**src/rtl/store_buffer.sv**
```systemverilog
// Store buffer between the MEM stage and dmemory: FIFO of pending stores drained one per cycle,
// with youngest-entry load forwarding and a two-cycle registered-address miss path.
module store_buffer #(
   parameter int DEPTH = 4,
   parameter int AW    = 16,
   parameter int DW    = 16
) (
   input  logic          clk,
   input  logic          rst,
   input  logic          req_st,
   input  logic          req_ld,
   input  logic [AW-1:0] req_addr,
   input  logic [DW-1:0] req_wdata,
   input  logic          drain_hold,
   output logic          stall,
   output logic          ld_valid,
   output logic [DW-1:0] ld_data,
   output logic          buf_empty,
   output logic          mem_write,
   output logic          mem_read,
   output logic [AW-1:0] mem_addr,
   output logic [DW-1:0] mem_wdata,
   input  logic [DW-1:0] mem_rdata
);

   localparam int PW = $clog2(DEPTH);
   localparam int CW = PW + 1;

   typedef enum logic [0:0] {
      IDLE    = 1'b0,
      LD_WAIT = 1'b1
   } state_t;

   state_t          state_r;
   logic [AW-1:0]   addr_r [DEPTH];
   logic [DW-1:0]   data_r [DEPTH];
   logic [PW-1:0]   head_r;
   logic [PW-1:0]   tail_r;
   logic [CW-1:0]   count_r;
   logic [AW-1:0]   ld_addr_r;

   logic            full_s;
   logic            st_acc_s;
   logic            ld_req_s;
   logic            hit_s;
   logic [DW-1:0]   fwd_s;
   logic [PW-1:0]   idx_s;
   logic            miss_s;
   logic            drain_s;

   assign full_s    = (count_r == CW'(DEPTH));
   assign st_acc_s  = req_st & ~full_s & (state_r == IDLE);
   assign ld_req_s  = req_ld & ~req_st & (state_r == IDLE);
   assign miss_s    = ld_req_s & ~hit_s;
   assign drain_s   = (count_r != {CW{1'b0}}) & ~drain_hold & ~miss_s;
   assign buf_empty = (count_r == {CW{1'b0}});

   // Forwarding search: walk oldest to youngest so the last match is the youngest entry.
   always_comb begin
      hit_s = 1'b0;
      fwd_s = {DW{1'b0}};
      idx_s = {PW{1'b0}};
      for (int i = 0; i < DEPTH; i++) begin
         idx_s = head_r + PW'(i);
         if ((CW'(i) < count_r) && (addr_r[idx_s] == req_addr)) begin
            hit_s = 1'b1;
            fwd_s = data_r[idx_s];
         end else begin
            hit_s = hit_s;
         end
      end
   end

   // Port drive: a miss-load address cycle owns the address bus, otherwise the head entry drains.
   always_comb begin
      stall     = 1'b0;
      mem_write = 1'b0;
      mem_read  = 1'b0;
      mem_addr  = {AW{1'b0}};
      mem_wdata = {DW{1'b0}};
      if (!rst) begin
         stall = 1'b0;
      end else begin
         stall     = (req_st & full_s) | (state_r == LD_WAIT);
         mem_write = drain_s;
         mem_read  = miss_s | (state_r == LD_WAIT);
         mem_wdata = drain_s ? data_r[head_r] : {DW{1'b0}};
         if (miss_s) begin
            mem_addr = req_addr;
         end else if (drain_s) begin
            mem_addr = addr_r[head_r];
         end else if (state_r == LD_WAIT) begin
            mem_addr = ld_addr_r;
         end else begin
            mem_addr = {AW{1'b0}};
         end
      end
   end

   // Store queue storage and pointers.
   always_ff @(posedge clk or negedge rst) begin
      if (!rst) begin
         head_r  <= {PW{1'b0}};
         tail_r  <= {PW{1'b0}};
         count_r <= {CW{1'b0}};
         for (int i = 0; i < DEPTH; i++) begin
            addr_r[i] <= {AW{1'b0}};
            data_r[i] <= {DW{1'b0}};
         end
      end else begin
         if (st_acc_s) begin
            addr_r[tail_r] <= req_addr;
            data_r[tail_r] <= req_wdata;
            tail_r         <= tail_r + PW'(1);
         end
         if (drain_s) begin
            head_r <= head_r + PW'(1);
         end
         count_r <= count_r + CW'(st_acc_s) - CW'(drain_s);
      end
   end

   // Load FSM: forwarded hits complete in one cycle, misses wait one cycle for dmemory data.
   always_ff @(posedge clk or negedge rst) begin
      if (!rst) begin
         state_r   <= IDLE;
         ld_addr_r <= {AW{1'b0}};
         ld_valid  <= 1'b0;
         ld_data   <= {DW{1'b0}};
      end else begin
         case (state_r)
            IDLE: begin
               if (miss_s) begin
                  state_r   <= LD_WAIT;
                  ld_addr_r <= req_addr;
                  ld_valid  <= 1'b0;
               end else if (ld_req_s) begin
                  ld_valid <= 1'b1;
                  ld_data  <= fwd_s;
               end else begin
                  ld_valid <= 1'b0;
               end
            end
            LD_WAIT: begin
               state_r  <= IDLE;
               ld_valid <= 1'b1;
               ld_data  <= mem_rdata;
            end
            default: begin
               state_r  <= IDLE;
               ld_valid <= 1'b0;
            end
         endcase
      end
   end

endmodule

```
**config.mk**
```make
export PLATFORM = sky130hd
export DESIGN_NAME = store_buffer
export DESIGN_NICKNAME = d
export VERILOG_FILES = /design/src/rtl/store_buffer.sv
export SDC_FILE = /design/constraint.sdc
export NUM_CORES = 1
export LEC_CHECK = 0
export ABC_AREA = 1
export CAP_MARGIN = 20
export CORE_ASPECT_RATIO = 0.7
export CORE_UTILIZATION = 30
export CTS_BUF_LIST = sky130_fd_sc_hd__clkbuf_8
export DETAILED_ROUTE_END_ITERATION = 10
export HOLD_SLACK_MARGIN = 0.15
export PLACE_DENSITY = 0.5
export SETUP_SLACK_MARGIN = 0.02
export SYNTH_ARGS = -nofsm -noshare
export SYNTH_HDL_FRONTEND = slang
export SYNTH_SLANG_ARGS = --single-unit
```
**constraint.sdc**
```tcl
create_clock -name clk -period 9.4 [get_ports clk]
set_clock_uncertainty 0.1 [all_clocks]
set_input_delay 2.82 -clock clk [delete_from_list [all_inputs] [get_ports clk]]
set_output_delay 2.82 -clock clk [all_outputs]
set_load 0.02 [all_outputs]
```
==> key figures, run 1 <==
Pwr
  – Leakage power: 6.95 nW
  – Pwr/cell area: approximately 340 nW/um^2
  – Power, Total: between 0.004 and 0.005 W
  – Worst IR Drop VDD: roughly 0.24 mV

Floorplanning
  – Cell Rows: between 60 and 70
  – Die W: between 200 and 250 um
  – Initial core utilization: 30.7%
  – I/O pin total: 106
  – Vertical die dimension: around 170 um
  – Die outline area: approximately 42000 sq um
  – Core Footprint: about 40000 sq um

Finish
  – Post-route design area: between 10000 and 15000 sq um
  – Diode insertion count for antenna repair: 0
  – NumNets Final: between 2000 and 2500
  – Relative area change from synthesis to final layout: 15.4%
  – Post-layout utilization of the core: between 30% and 40%
  – Fraction of layout cells with a size suffix above 1: a little under 6%

Job
  – Number of maximum-capacitance constraint violations: 0

GRT
  – Global routing usage summed across all routing layers: 21.1%
  – Initial antenna violation count: 0
  – Largest net degree at the start of global routing: approximately 110
  – Number of global-route vias before repair: 11200
  – First-pass GRT wire length: slightly below 70 mm
  – Total congestion overflow: 0

CTS
  – TritonCTS Sinks: 169
  – CTS Buf Count: 17
  – Buffer levels on the longest clock path: 2
  – Cts-stage hold buffer count: 0
  – Clock Latency Late Sink: approximately 500 ps
  – Clock tree root buffer cell: sky130_fd_sc_hd__clkbuf_8
  – Gates resized, CTS repair: 0
  – CTS tree: done
  – Postcts setup bufs: 0
  – Clock transition time at the flip-flop clock pins of the worst setup and hold paths: about 90 ps
  – H-tree depth: 4

Worst setup path
  – Crit path required time: ~6500 ps
  – Cell-by-cell trace of the critical path: clkdlybuf4s50_1, clkinv_1, a21oi_1, a21oi_1, nand2_1, nor2_1, nand3_1, nand2_1, nor2_2, nand2_4, buf_4, nand3_1, nand2_1, nor2_1, clkdlybuf4s50_1
  – Crit Path Max Fanout: 40
  – Reg2Reg Depth: 18
  – Startpoint class of the critical path: input port
  – Most common cell on crit path: sky130_fd_sc_hd__nand2_1
  – Startpoint-to-endpoint class of the critical path: in2out
  – Crit path capture type: output port
  – Critical path's largest stage delay: about 620 ps
  – Slowest library cell on the worst path: sky130_fd_sc_hd__clkdlybuf4s50_1
  – Arrival time worst endpoint: between 6000 and 7000 ps

Synth
  – Syn Area/Cell: between 6 and 7 sq um
  – Share of synthesized area occupied by flip-flops and latches: 34.4%
  – Flip-flop cell with the highest count after synthesis: sky130_fd_sc_hd__dfrtp_1
  – Main combinational cell family by area after synthesis: simple AND/OR/NAND/NOR gates
  – Area share of fa/ha/maj cells after synthesis: 0.876%
  – Area share of xor/xnor cells in the synthesized design: 0.285%
  – #FFs+latches synth: ~170
  – Simple-gate area share of the yosys netlist: 38.7%
  – Number of enable-type register cells in the synthesized netlist: 0
  – Number of different library cells in the post-synthesis netlist: 36
  – Warning count from the yosys run: 0
  – Synthesized instance count: 1966
  – Async S/R FF share, synth: between 90% and 100%
  – Mapped Nets: approximately 2000
  – Post-synthesis instance area: around 12000 sq um
  – Mux share of post-synthesis cell area: slightly below 3%
  – Complex-gate fraction of the synthesized area: 13.4%

Routing
  – Violation count after the first detailed-routing iteration: ~1200
  – Number of detailed-route iterations in the first pass: 6
  – DRC viols: 0
  – Via count normalized by instance count: 4.87
  – Routed via count: ~12000
  – Routed wirelength normalized by instance count: between 15 and 20 um
  – Total wire length after detailed routing: 43.1 mm
  – Antenna-violating nets left: 0

Timing
  – Relative slew slack: a little under a third
  – Worst-Margin Slew: 1030 ps
  – Final total negative setup slack: 0 ps
  – Fraction of the cycle the final worst path needs: 95.3%
  – Hold violation total from the final report: 0
  – Number of slew-limit violations in the final report: 0
  – Endpoints failing setup: 0
  – Final worst path period need: 8960 ps
  – Unrepaired setup endpoints after global routing: no
  – Highest achievable clock rate: approximately 110 MHz

Placement
  – Dpl cell area: about 14000 sq um
  – Port buffer count: between 100 and 150
  – Global placement routability congestion: 0.901
  – Detailed placement HPWL: between 20 and 30 mm

Min path
  – Cell depth of the worst hold path: 2
  – Type of the most critical hold path: reg2reg

Outcome
  – Status: finished clean
==> worst paths after layout <==
path / from / slack, ps / end
setup / recovery: req_addr[1] / 440 / mem_addr[6]
hold / removal: ld_data[8]$_DFFE_PN0P_ / 390 / ld_data[8]$_DFFE_PN0P_
setup reg to reg: head_r[0]$_DFFE_PN0P_ / 4850 / count_r[2]$_DFF_PN0_
hold reg to reg: ld_data[8]$_DFFE_PN0P_ / 390 / ld_data[8]$_DFFE_PN0P_
max in group asynchronous: rst / 5730 / head_r[1]$_DFFE_PN0P_
min in group asynchronous: rst / 2240 / ld_addr_r[12]$_DFFE_PN0P_
==> per-layer routing <==
metal	track usage, %	vias to the layer above	part of all wire (%)
li1	-	6302	-
met1	33.1	5745	53
met2	28.6	346	39
met3	4.42	29	7.0
met4	4.70	0	1.3
met5	0	-	0
==> power by group <==
part	switching [W]	internal, W	leakage, nW
Clock	0.000303	0.000321	0.233
Sequential	0.000240	0.00104	2.04
Combinational	0.00199	0.000963	4.68
==> flip-flops by register name, summed over array words and instances, names as in the netlist <==
| name | cells |
|---|---|
| data_r | 64 |
| state_r | 1 |
| ld_data | 16 |
| ld_valid | 1 |
| tail_r | 2 |
| count_r | 3 |
| ld_addr_r | 16 |
| addr_r | 64 |
| head_r | 2 |
==> logic make-up after synthesis <==
kind of cell,Yosys count
muxes,32
DFF,169
adders and majority gates,8
AOI/OAI and AO/OA,309
xor gates and xnor gates,4
and+or+nand+nor,1168
buffers and inverters,276
==> stage by stage <==
| step | hold slack [ps] | worst slack, ps | cells |
|---|---|---|---|
| 2_1_floorplan | 353 | 1830 | 1966 |
| 3_5_place_dp | 372 | 470 | 2518 |
| 4_1_cts | 394 | 456 | 2549 |
| 3_3_place_gp | 365 | 469 | 2518 |
| 6_report | 388 | 445 | 2550 |
| 5_1_grt | 417 | 166 | 2550 |
==> cell usage after synthesis (2+ instances only) <==
master	number	area (sq um)
sky130_fd_sc_hd__nand3b_1	19	143
sky130_fd_sc_hd__nand3_1	132	661
sky130_fd_sc_hd__clkbuf_1	57	214
sky130_fd_sc_hd__nor2_4	2	22.5
sky130_fd_sc_hd__buf_4	7	52.6
sky130_fd_sc_hd__nor2_2	4	25.0
sky130_fd_sc_hd__mux2_2	32	360
sky130_fd_sc_hd__inv_1	151	567
sky130_fd_sc_hd__nand2_2	5	31.3
sky130_fd_sc_hd__ha_1	7	87.6
sky130_fd_sc_hd__o211ai_1	12	90.1
sky130_fd_sc_hd__xor2_1	3	26.3
sky130_fd_sc_hd__buf_6	6	67.6
sky130_fd_sc_hd__nor2_1	169	634
sky130_fd_sc_hd__o21ai_0	197	986
sky130_fd_sc_hd__dfrtp_1	169	4230
sky130_fd_sc_hd__o21ai_1	48	240
sky130_fd_sc_hd__a21oi_1	25	125
sky130_fd_sc_hd__buf_2	34	170
sky130_fd_sc_hd__nand2_4	2	22.5
sky130_fd_sc_hd__nand4_1	22	138
sky130_fd_sc_hd__o21a_1	26	195
sky130_fd_sc_hd__nand2_1	807	3030
sky130_fd_sc_hd__clkinv_1	5	18.8
sky130_fd_sc_hd__inv_2	2	7.51
sky130_fd_sc_hd__buf_1	13	48.8
==> area by class of cell <==
class                      instances  area [sq um]
clock buffer                      18           248
clock inverter                    13           204
fill                            4357         25800
inverter                         158           593
multi-input combinational       1521          6950
sequential                       169          4230
tap                              535           669
timing repair buffer             136          1290
==> critical path: cells and delay by family <==
family                 cells  cell delay [ps]
and+or+nand+nor            9              960
AOI/OAI and AO/OA          2              380
buffers and inverters      4             1860
==> cells in the final DEF, fill, tap and decap left out, types with 19 or more instances in the layout <==
master / count
sky130_fd_sc_hd__o21a_1: 26
sky130_fd_sc_hd__nand4_1: 22
sky130_fd_sc_hd__nand2_1: 807
sky130_fd_sc_hd__inv_1: 154
sky130_fd_sc_hd__dfrtp_1: 167
sky130_fd_sc_hd__buf_4: 31
sky130_fd_sc_hd__o21ai_0: 197
sky130_fd_sc_hd__a21oi_1: 25
sky130_fd_sc_hd__nor2_1: 163
sky130_fd_sc_hd__nand3b_1: 19
sky130_fd_sc_hd__o21ai_1: 48
sky130_fd_sc_hd__clkdlybuf4s50_1: 104
sky130_fd_sc_hd__mux2_2: 32
sky130_fd_sc_hd__nand3_1: 132
sky130_fd_sc_hd__clkbuf_8: 19
Note: power is estimated with default switching activity, not from simulation.
==> inputs of run 2 (changes only) <==
Settings changed: GPL_ROUTABILITY_DRIVEN set to 0.
==> results of run 2 <==
Final layout, timing and power as in run 1 (identical DEF).
